<file path="src/rtl/softmax_exp_accum.sv">
// rtl/softmax_exp_accum.sv - buffers one vector of fp16 exp() results, sums them in fixed point, replays them with the sum
//
// Collects VEC_LEN floats from exp_taylor and adds each one, converted to
// unsigned fixed point, into a saturating accumulator. It then replays the
// stored words unchanged, with the final sum attached, to the normalising
// divider.
//
// Ports:
//   aclk           clock, rising edge
//   aresetn        synchronous reset, active HIGH despite the name
//   s_axis_tdata   float input word (EXP+FRA+1 bits)
//   s_axis_tvalid  input valid
//   s_axis_tready  input ready, only high while collecting
//   m_axis_tdata   buffered element, bit-exact copy of the input
//   m_axis_sum     fixed-point sum of the whole vector (ACC_FRAC fraction bits)
//   m_axis_tvalid  output valid, only high while draining
//   m_axis_tready  downstream ready
//   m_axis_tlast   last element of the vector
//   ovf            sum saturated, or a negative/inf/NaN input was seen this vector
module softmax_exp_accum #(
  parameter int EXP      = 5,
  parameter int FRA      = 10,
  parameter int VEC_LEN  = 16,
  parameter int ACC_W    = 32,
  parameter int ACC_FRAC = 16
) (
  input  logic                 aclk,
  input  logic                 aresetn,
  input  logic [EXP+FRA:0]     s_axis_tdata,
  input  logic                 s_axis_tvalid,
  output logic                 s_axis_tready,
  output logic [EXP+FRA:0]     m_axis_tdata,
  output logic [ACC_W-1:0]     m_axis_sum,
  output logic                 m_axis_tvalid,
  input  logic                 m_axis_tready,
  output logic                 m_axis_tlast,
  output logic                 ovf
);

  localparam int W      = EXP + FRA + 1;
  localparam int BIAS   = (1 << (EXP - 1)) - 1;
  // Left-shift amount applied to {1,f} is e - SH_OFF.
  localparam int SH_OFF = BIAS + FRA - ACC_FRAC;
  localparam int MAX_E  = (1 << EXP) - 1;
  // Wide enough to hold {1,f} at the largest possible left shift, so any
  // bit landing above ACC_W is seen and turned into saturation.
  localparam int WIDE_W = ACC_W + FRA + 1 + MAX_E;
  localparam int IDX_W  = (VEC_LEN > 1) ? $clog2(VEC_LEN) : 1;
  localparam logic [IDX_W-1:0] LAST_IDX = IDX_W'(VEC_LEN - 1);

  typedef enum logic {COLLECT, DRAIN} state_t;

  state_t           state;
  logic [W-1:0]     mem [VEC_LEN];
  logic [IDX_W-1:0] wr_idx;
  logic [IDX_W-1:0] rd_idx;
  logic [ACC_W-1:0] acc;

  logic              in_sign;
  logic [EXP-1:0]    in_exp;
  logic [FRA-1:0]    in_fra;
  logic [WIDE_W-1:0] mant_wide;
  logic [WIDE_W-1:0] shifted;
  logic [ACC_W-1:0]  fix_val;
  logic              fix_bad;
  logic [ACC_W:0]    sum_ext;
  logic [ACC_W-1:0]  sum_sat;

  // Float to fixed conversion of the incoming word.
  always_comb begin
    in_sign   = s_axis_tdata[W-1];
    in_exp    = s_axis_tdata[W-2:FRA];
    in_fra    = s_axis_tdata[FRA-1:0];
    mant_wide = WIDE_W'({1'b1, in_fra});
    shifted   = '0;
    fix_val   = '0;
    fix_bad   = 1'b0;
    if (in_exp == '0) begin
      fix_val = '0;                      // zero and subnormals contribute nothing
    end else if (in_sign) begin
      fix_bad = 1'b1;                    // exp() is never negative
    end else if (in_exp == '1) begin
      fix_val = '1;                      // inf / NaN
      fix_bad = 1'b1;
    end else begin
      if (int'(in_exp) >= SH_OFF)
        shifted = mant_wide << (int'(in_exp) - SH_OFF);
      else
        shifted = mant_wide >> (SH_OFF - int'(in_exp));
      if (|shifted[WIDE_W-1:ACC_W]) begin
        fix_val = '1;
        fix_bad = 1'b1;
      end else begin
        fix_val = shifted[ACC_W-1:0];
      end
    end
    sum_ext = {1'b0, acc} + {1'b0, fix_val};
    sum_sat = sum_ext[ACC_W] ? '1 : sum_ext[ACC_W-1:0];
  end

  always_ff @(posedge aclk) begin
    if (aresetn) begin
      state         <= COLLECT;
      wr_idx        <= '0;
      rd_idx        <= '0;
      acc           <= '0;
      ovf           <= 1'b0;
      s_axis_tready <= 1'b0;
      m_axis_tvalid <= 1'b0;
    end else begin
      case (state)
        COLLECT: begin
          s_axis_tready <= 1'b1;
          if (s_axis_tvalid && s_axis_tready) begin
            mem[wr_idx] <= s_axis_tdata;
            acc         <= sum_sat;
            ovf         <= ovf | fix_bad | sum_ext[ACC_W];
            if (wr_idx == LAST_IDX) begin
              state         <= DRAIN;
              wr_idx        <= '0;
              s_axis_tready <= 1'b0;
              m_axis_tvalid <= 1'b1;
            end else begin
              wr_idx <= wr_idx + 1'b1;
            end
          end
        end
        DRAIN: begin
          if (m_axis_tready) begin
            if (rd_idx == LAST_IDX) begin
              state         <= COLLECT;
              rd_idx        <= '0;
              acc           <= '0;
              ovf           <= 1'b0;
              m_axis_tvalid <= 1'b0;
              s_axis_tready <= 1'b1;
            end else begin
              rd_idx <= rd_idx + 1'b1;
            end
          end
        end
        default: state <= COLLECT;
      endcase
    end
  end

  // Outputs are pure functions of registers, so they hold while stalled;
  // they read as zero whenever nothing is being offered.
  assign m_axis_tdata = m_axis_tvalid ? mem[rd_idx] : '0;
  assign m_axis_sum   = m_axis_tvalid ? acc : '0;
  assign m_axis_tlast = m_axis_tvalid && (rd_idx == LAST_IDX);

endmodule

</file>
<file path="config.mk">
export PLATFORM = sky130hd
export DESIGN_NAME = softmax_exp_accum
export DESIGN_NICKNAME = d
export VERILOG_FILES = /design/src/rtl/softmax_exp_accum.sv
export SDC_FILE = /design/constraint.sdc
export NUM_CORES = 1
export LEC_CHECK = 0
export ABC_CLOCK_PERIOD_IN_PS = 10270
export BUFFER_PORTS_ARGS = -buffer_cell sky130_fd_sc_hd__buf_4
export CORE_ASPECT_RATIO = 1.4
export CORE_MARGIN = 3
export CORE_UTILIZATION = 60
export CTS_BUF_LIST = sky130_fd_sc_hd__clkbuf_8
export CTS_CLUSTER_DIAMETER = 100
export DETAILED_ROUTE_END_ITERATION = 6
export PLACE_DENSITY = 0.78
export SLEW_MARGIN = 30
export SYNTH_ARGS = -nofsm -noshare
export SYNTH_HDL_FRONTEND = slang
export SYNTH_SLANG_ARGS = --single-unit
</file>
<file path="constraint.sdc">
create_clock -name aclk -period 10.27 [get_ports aclk]
set_clock_uncertainty 0.2 [all_clocks]
set_input_delay 1.027 -clock aclk [delete_from_list [all_inputs] [get_ports aclk]]
set_output_delay 1.027 -clock aclk [all_outputs]
set_load 0.01 [all_outputs]
</file>
After elaboration in Yosys (flattened, before gate mapping)

Memories as Yosys holds them, arrays and structs flattened. A register that Yosys moved wholly into a read port is not among the register bits.
Index checks and enable logic that the tools add are counted.

Bitwise gates (word level): 3
Equality and inequality tests: 7
Add/sub/neg operators: 5
Reduce and logical (&&, ||, !) cells: 9
Magnitude comparators: 1
Multiplexer cells: 44
Shifts and indexed selects: 2

Operators with widths:

| kind                | number |
|---|---|
| $mux 74             | 4 |
| $mux 32             | 9 |
| $shl 11x32->74      | 1 |
| $shr 11x32->74      | 1 |
| $pmux 32 s2         | 1 |
| $reduce_or 42->1    | 1 |
| $add 32x32->33      | 1 |
| $mux 1              | 21 |
| $mux 16             | 1 |
| $mux 4              | 4 |
| $add 4x1->4 const B | 2 |
| $eq 4x4->1 const B  | 2 |
| $pmux 1 s2          | 4 |
| $ne 2x2->1 const B  | 3 |
| $reduce_and 2->1    | 3 |
| $sub 4x5->6 const A | 1 |
| $sub 5x4->6 const B | 1 |
| $eq 5x5->1 const B  | 1 |
| $ge 5x4->1 const B  | 1 |
| $logic_not 5->1     | 1 |
| $reduce_and 4->1    | 1 |
| $reduce_and 3->1    | 1 |
| $logic_and 1x1->1   | 2 |
| $ne 2x1->1 const B  | 1 |
| other kinds (2)     | 3 |

Register bits: 44
Memories: 1
Output and inout bits: 52
Bits of input ports: 20
Memory bits (writable): 256

Memories:

| memory | depth | bits a word | read ports | clocked after Yosys merged registers in | wr ports | line | text |
|---|---|---|---|---|---|---|---|
| mem    | 16    | 16          | 1          | 1                                       | 1        | 54   | `logic [W-1:0] mem [VEC_LEN];` |

Longest topological paths before layout

Word-level depth: 15
Gate-level depth with buffers: 25
Gate-level depth less buffers: 21

Worst setup path before layout

No wires, ideal clock.

Path kind: input port to flip-flop
Start: in s_axis_tdata[10]
End: reg acc[28]
Cell stages on the path: 24
Arrival time: 5296 ps
Path slack: 4654 ps
Required time: 9950 ps
Cell sequence: clkbuf_1 -> inv_1 -> clkbuf_1 -> ha_1 -> buf_2 -> clkbuf_1 -> nor2_1 -> o211ai_1 -> nand2_1 -> buf_2 -> a21oi_1 -> a21oi_1 -> ha_1 -> fa_1 -> a21oi_2 -> nor2_1 -> o31a_1 -> nor3b_2 -> nor2_1 -> a21oi_2 -> a21oi_2 -> and2_4 -> buf_6 -> a211o_1

Cells in the longest elaborated chain, start to end: 15
Elaborated cells on any way between the ends: 20

Ends and longest elaborated chain:

| item                                             | line   | text |
|---|---|---|
| start, declared                                  | 29     | `input logic [EXP+FRA:0] s_axis_tdata,` |
| $sub 4x5->6 or $sub 5x4->6 (tied branches)       | 89, 87 |  |
| $shr 11x32->74 or $shl 11x32->74 (tied branches) | 89, 87 |  |
| $mux 74                                          | 86     | `if (int'(in_exp) >= SH_OFF)` |
| $mux 74                                          | 82     | `end else if (in_exp == '1) begin` |
| $mux 74                                          | 80     | `end else if (in_sign) begin` |
| $mux 74                                          | 78     | `if (in_exp == '0) begin` |
| $reduce_or 42->1                                 | 90     | `if (\|shifted[WIDE_W-1:ACC_W]) begin` |
| $mux 32                                          | 90     |  |
| $mux 32                                          | 82     |  |
| $mux 32                                          | 80     |  |
| $mux 32 *                                        | 78     |  |
| $add 32x32->33 *                                 | 97     | `sum_ext = {1'b0, acc} + {1'b0, fix_val};` |
| $mux 32 *                                        | 98     | `sum_sat = sum_ext[ACC_W] ? '1 : sum_ext[ACC_W-1:0];` |
| $mux 32 *                                        | 114    | `if (s_axis_tvalid && s_axis_tready) begin` |
| $pmux 32 s2 *                                    | 111    | `case (state)` |
| end signal, assigned                             | 116    | `acc <= sum_sat;` |
| end, declared                                    | 57     | `logic [ACC_W-1:0] acc;` |

Mark *: on every way between the ends. The rest lies on a longest branch, timed or not. The select of a mux whose other input is x is not followed.
A chain may end at the register's enable or synchronous reset.

Worst setup path after layout

Ends and elaborated chain as after synthesis.

==> out/qor_table.md <==
| Step | Metric | Value |
|---|---|---|
| finish | Register cell area after layout | 8660 um^2 |
| drt | Via count normalized by instance count | 6.34 |
| placement | Count of port buffers added during placement | 71 |
| status | Outcome | completed |
| floorplan | Initial cell density of the core | 61.6% |
| timing | Final count of hold timing violations | 0 |
| floorplan | # IOs | 72 |
| placement | Cell Count Post-Placement | 1463 |
| timing | Unrepaired setup endpoints after global routing | false |
| finish | Area of the multi-input gates | 6020 um^2 |
| clocking | # Post-CTS Setup Buffers | 0 |
| finish | Post-synthesis to final-layout area growth | 11.1% |
| logic synthesis | Synth unique cells | 66 |
| worst setup path | Series of cell instances along the critical path | buf_4, inv_1, ha_1, xnor2_1, nor2_1, o211ai_1, nand2_1, a21oi_1, a21oi_1, ha_1, fa_1, a21oi_2, nor2_1, o31a_1, nor3b_2, nor2_1, a21oi_2, a21oi_4, and2_4, a211o_1 |
| logic synthesis | Syn Nets | 1193 |
| power | PwrDens | 149 nW/um^2 |
| worst setup path | Critical path start-end classification | input pin to flop |
| logic synthesis | Most common flop cell mapped by yosys | edfxtp_1 |
| drt | Initial DRC count | 760 |
| logic synthesis | Area share of the leading cell type in the synthesized netlist | 51.5% |
| worst setup path | Reg2Reg Depth | 11 |
| finish | Antenna diode count | 0 |
| logic synthesis | Number of synthesized flops with an enable pin | 256 |
| timing | Sum Neg Setup Slack | 0 ns |
| drt | Residual DRC | 0 |
| floorplan | # rows | 67 |
| worst setup path | Worst reg-to-reg setup slack | 6.91 ns |
| logic synthesis | Synth area leader | edfxtp_1 |
| drt | DRT Pass-1 Iters | 5 |
| worst setup path | Slowest stage delay, CP | 0.76 ns |
| global route | Number of antenna violations at the first check in global routing | 0 |
| timing | Top achievable clock speed | 152 MHz |
| min path | Worst Hold Class | flop to flop |
| clocking | Max Root-Sink Buffers | 3 |
| worst setup path | CP max-delay cell | xnor2_1 |
| drt | Vias after detailed routing | 9766 |
| floorplan | DIE AREA | 26800 um^2 |
| logic synthesis | Top cells by area, synth | edfxtp_1, mux4_2, dfxtp_1 |
| logic synthesis | Share of flip-flops with an asynchronous set or reset after synthesis | 0% |
| clocking | H-tree depth | 2 |
| worst setup path | CP startpoint | s_axis_tdata[10] |
| logic synthesis | Post-Synthesis Cells | 1129 |
| logic synthesis | Share of synthesized area occupied by flip-flops and latches | 57.9% |
| logic synthesis | Syn. warnings | 0 |
| timing | Tcrit/Tclk final | 64.2% |
| clocking | Number of buffers created by CTS | 43 |
| floorplan | Height of the chip | 193 um |
| clocking | TritonCTS clock tree | built |
| job | Max Cap Violations | 0 |
| worst setup path | Crit path launch type | input pin |
| worst setup path | R2r startpoint | acc[0] |
| logic synthesis | Average cell area after synthesis | 13.2 um^2 |
| global route | Residual overflow from global routing | 0 |
| power | IR drop worst, VDD | 0.0911 mV |
| worst setup path | Required @ worst endpoint | 10.51 ns |
| timing | Number of slew-limit violations in the final report | 0 |
| timing | Final worst path period need | 6.60 ns |
| timing | Hold_ws | 0.261 ns |
| placement | HPWL after detailed placement | 23.1 mm |
| worst setup path | Endpoint type of the worst setup path | flop |
| placement | Routability Congestion | 0.992 |
| timing | PnR worst setup slack | 3.67 ns |
| clocking | Total clock sinks | 304 |
| worst setup path | Cell repeated most along the worst path | nor2_1 |
| min path | Hold path endpoint | acc[18] |
| timing | Number of failing setup endpoints in the final timing report | 0 |
| worst setup path | Capturing point of the worst reg2reg path | acc[28] |
| floorplan | Core area | 24200 um^2 |
| global route | Largest net degree at the start of global routing | 65 |
| floorplan | Horizontal extent of the die | 139 um |
| placement | Worst slack at placement | 3.21 ns |
| logic synthesis | Flip-flop and latch count after synthesis | 304 |
| clocking | Clock Latency Late Sink | 0.56 ns |
| drt | Remaining antenna violation count after routing | 0 |
| global route | Global router's overall resource usage | 26.8% |
| timing | Pin slew with the least headroom to its limit | 0.947 ns |
| finish | Core occupancy in the finished layout | 68.5% |
| drt | Total Routed Length | 35.6 mm |
| power | Standby leakage power | 6.05 nW |
| global route | Global-route wire length before repair | 55.4 mm |
| finish | Post-Layout Cell Count | 1541 |
| drt | Wirelength per Cell | 23.1 um |
| worst setup path | Arrival time at the worst endpoint | 6.84 ns |
| clocking | Clock root buffer master | clkbuf_8 |
| clocking | Hold Buf Count CTS | 0 |
| finish | Post-layout nets | 1262 |
| logic synthesis | Netlist Area Pre-Place | 14900 um^2 |
| min path | Worst hold path stage count | 2 |
| timing | Slew Limit Headroom | 36.4% |
| clocking | Clock edge transition at the registers on the reported setup and hold paths | 0.07 ns |
| min path | Start point of the worst hold path | acc[18] |
| finish | Share of post-route cells with drive strength above 1 | 22.3% |
| global route | Vias in the first global route | 9835 |
| finish | Fill count | 1704 |
| worst setup path | Maximum fanout along the worst path | 52 |
| clocking | Post-CTS Resized | 0 |
==> cell families (layout without fill, tap and decap cells) <==
group | after synthesis | after routing | synth area share [%]
fa+ha+maj | 44 | 44 | 3.74
simple gates | 344 | 344 | 11.1
compound gates | 234 | 234 | 9.93
flops | 304 | 304 | 57.9
mux | 97 | 97 | 13.2
buf+inv | 71 | 173 | 2.04
xor+xnor | 35 | 35 | 2.05
==> cell type report <==
| cell class | instances | share of cell area [%] |
|---|---|---|
| tap | 310 | 2.34 |
| clock buffer | 49 | 4.07 |
| clock inverter | 29 | 1.03 |
| multi-input combinational | 754 | 36.3 |
| timing repair buffer | 84 | 3.82 |
| sequential | 304 | 52.2 |
| inverter | 11 | 0.249 |
==> cell usage in the layout (no fill, tap or decap), types with 5 or more instances in the layout <==
| cell | Yosys | routed |
|---|---|---|
| xor2_1 | 20 | 20 |
| nand3_1 | 16 | 16 |
| inv_1 | 11 | 21 |
| nand2_1 | 113 | 113 |
| clkinv_1 | 0 | 9 |
| o21ai_0 | 58 | 58 |
| a21o_1 | 14 | 14 |
| ha_1 | 43 | 43 |
| dfxtp_1 | 48 | 44 |
| and2_2 | 0 | 5 |
| a31oi_1 | 11 | 11 |
| or2_2 | 6 | 6 |
| o211ai_1 | 8 | 8 |
| nand2b_1 | 7 | 7 |
| buf_4 | 0 | 83 |
| nor3_1 | 23 | 22 |
| and2_1 | 60 | 55 |
| mux4_2 | 80 | 80 |
| o21a_1 | 6 | 6 |
| clkbuf_8 | 2 | 49 |
| mux2i_1 | 12 | 12 |
| nor2b_1 | 6 | 6 |
| a221o_1 | 5 | 5 |
| a211oi_1 | 8 | 8 |
| and3_2 | 3 | 9 |
| edfxtp_1 | 256 | 256 |
| mux2_2 | 5 | 5 |
| nor2_1 | 79 | 76 |
| a21oi_2 | 6 | 5 |
| o22ai_1 | 10 | 10 |
| a21oi_1 | 69 | 69 |
| clkinv_2 | 0 | 8 |
| xnor2_1 | 15 | 15 |
==> power breakdown <==
part           total (mW)  switching, mW  internal, mW
Combinational       0.198          0.132        0.0660
Sequential           1.35        0.00587          1.34
Clock               0.926          0.439         0.487
==> synth_stat cells, types with 5 or more instances <==
master	number
a211oi_1	8
mux2_2	5
a21oi_2	6
mux2i_1	12
mux4_2	80
o211ai_1	8
or2_2	6
ha_1	43
and2_1	60
nand3_1	16
a221o_1	5
clkbuf_1	45
o21a_1	6
dfxtp_1	48
nand2_1	113
o21ai_0	58
nand2b_1	7
xnor2_1	15
and3_1	10
inv_1	11
o22ai_1	10
nor3_1	23
a21oi_1	69
xor2_1	20
nor2b_1	6
edfxtp_1	256
buf_2	9
a31oi_1	11
nor2_1	79
a21o_1	14
==> worst max-delay path by stage <==
stage	endpoint	cells after the start
CTS	acc[27]	20
global placement	acc[29]	21
global route	acc[28]	20
floorplan	acc[28]	24
detailed placement	acc[22]	20
finish	acc[28]	20
==> per-layer routing <==
| metal | track usage [%] | wire length [um] | up-vias |
|---|---|---|---|
| met1 | 32.5 | 13400 | 4807 |
| met2 | 48.3 | 18700 | 383 |
| met5 | 0 | 0 | - |
| met4 | 10.7 | 1390 | 0 |
| li1 | - | - | 4475 |
| met3 | 4.14 | 2080 | 101 |
==> state kept, by name (all words and copies together), names as in the netlist, named ones only <==
signal         flops
s_axis_tready      1
mem              256
state              1
m_axis_tvalid      1
rd_idx             4
wr_idx             4
ovf                1
acc               32
==> critical path, delay by kind of cell <==
kind	cells	cell delay, ns
compound gates	8	1.81
simple gates	6	1.36
fa+ha+maj	3	1.06
buf+inv	2	0.79
xor+xnor	1	0.76
==> through the flow <==
stage / area [um^2] / total power, mW
after floorplan: 14900 / 1.50
after global placement: 15700 / 1.57
after detailed placement: 15700 / 1.57
after CTS: 16600 / 2.48
after global routing: 16600 / 2.56
final: 16600 / 2.47
Power figures use the tool's default switching activity.
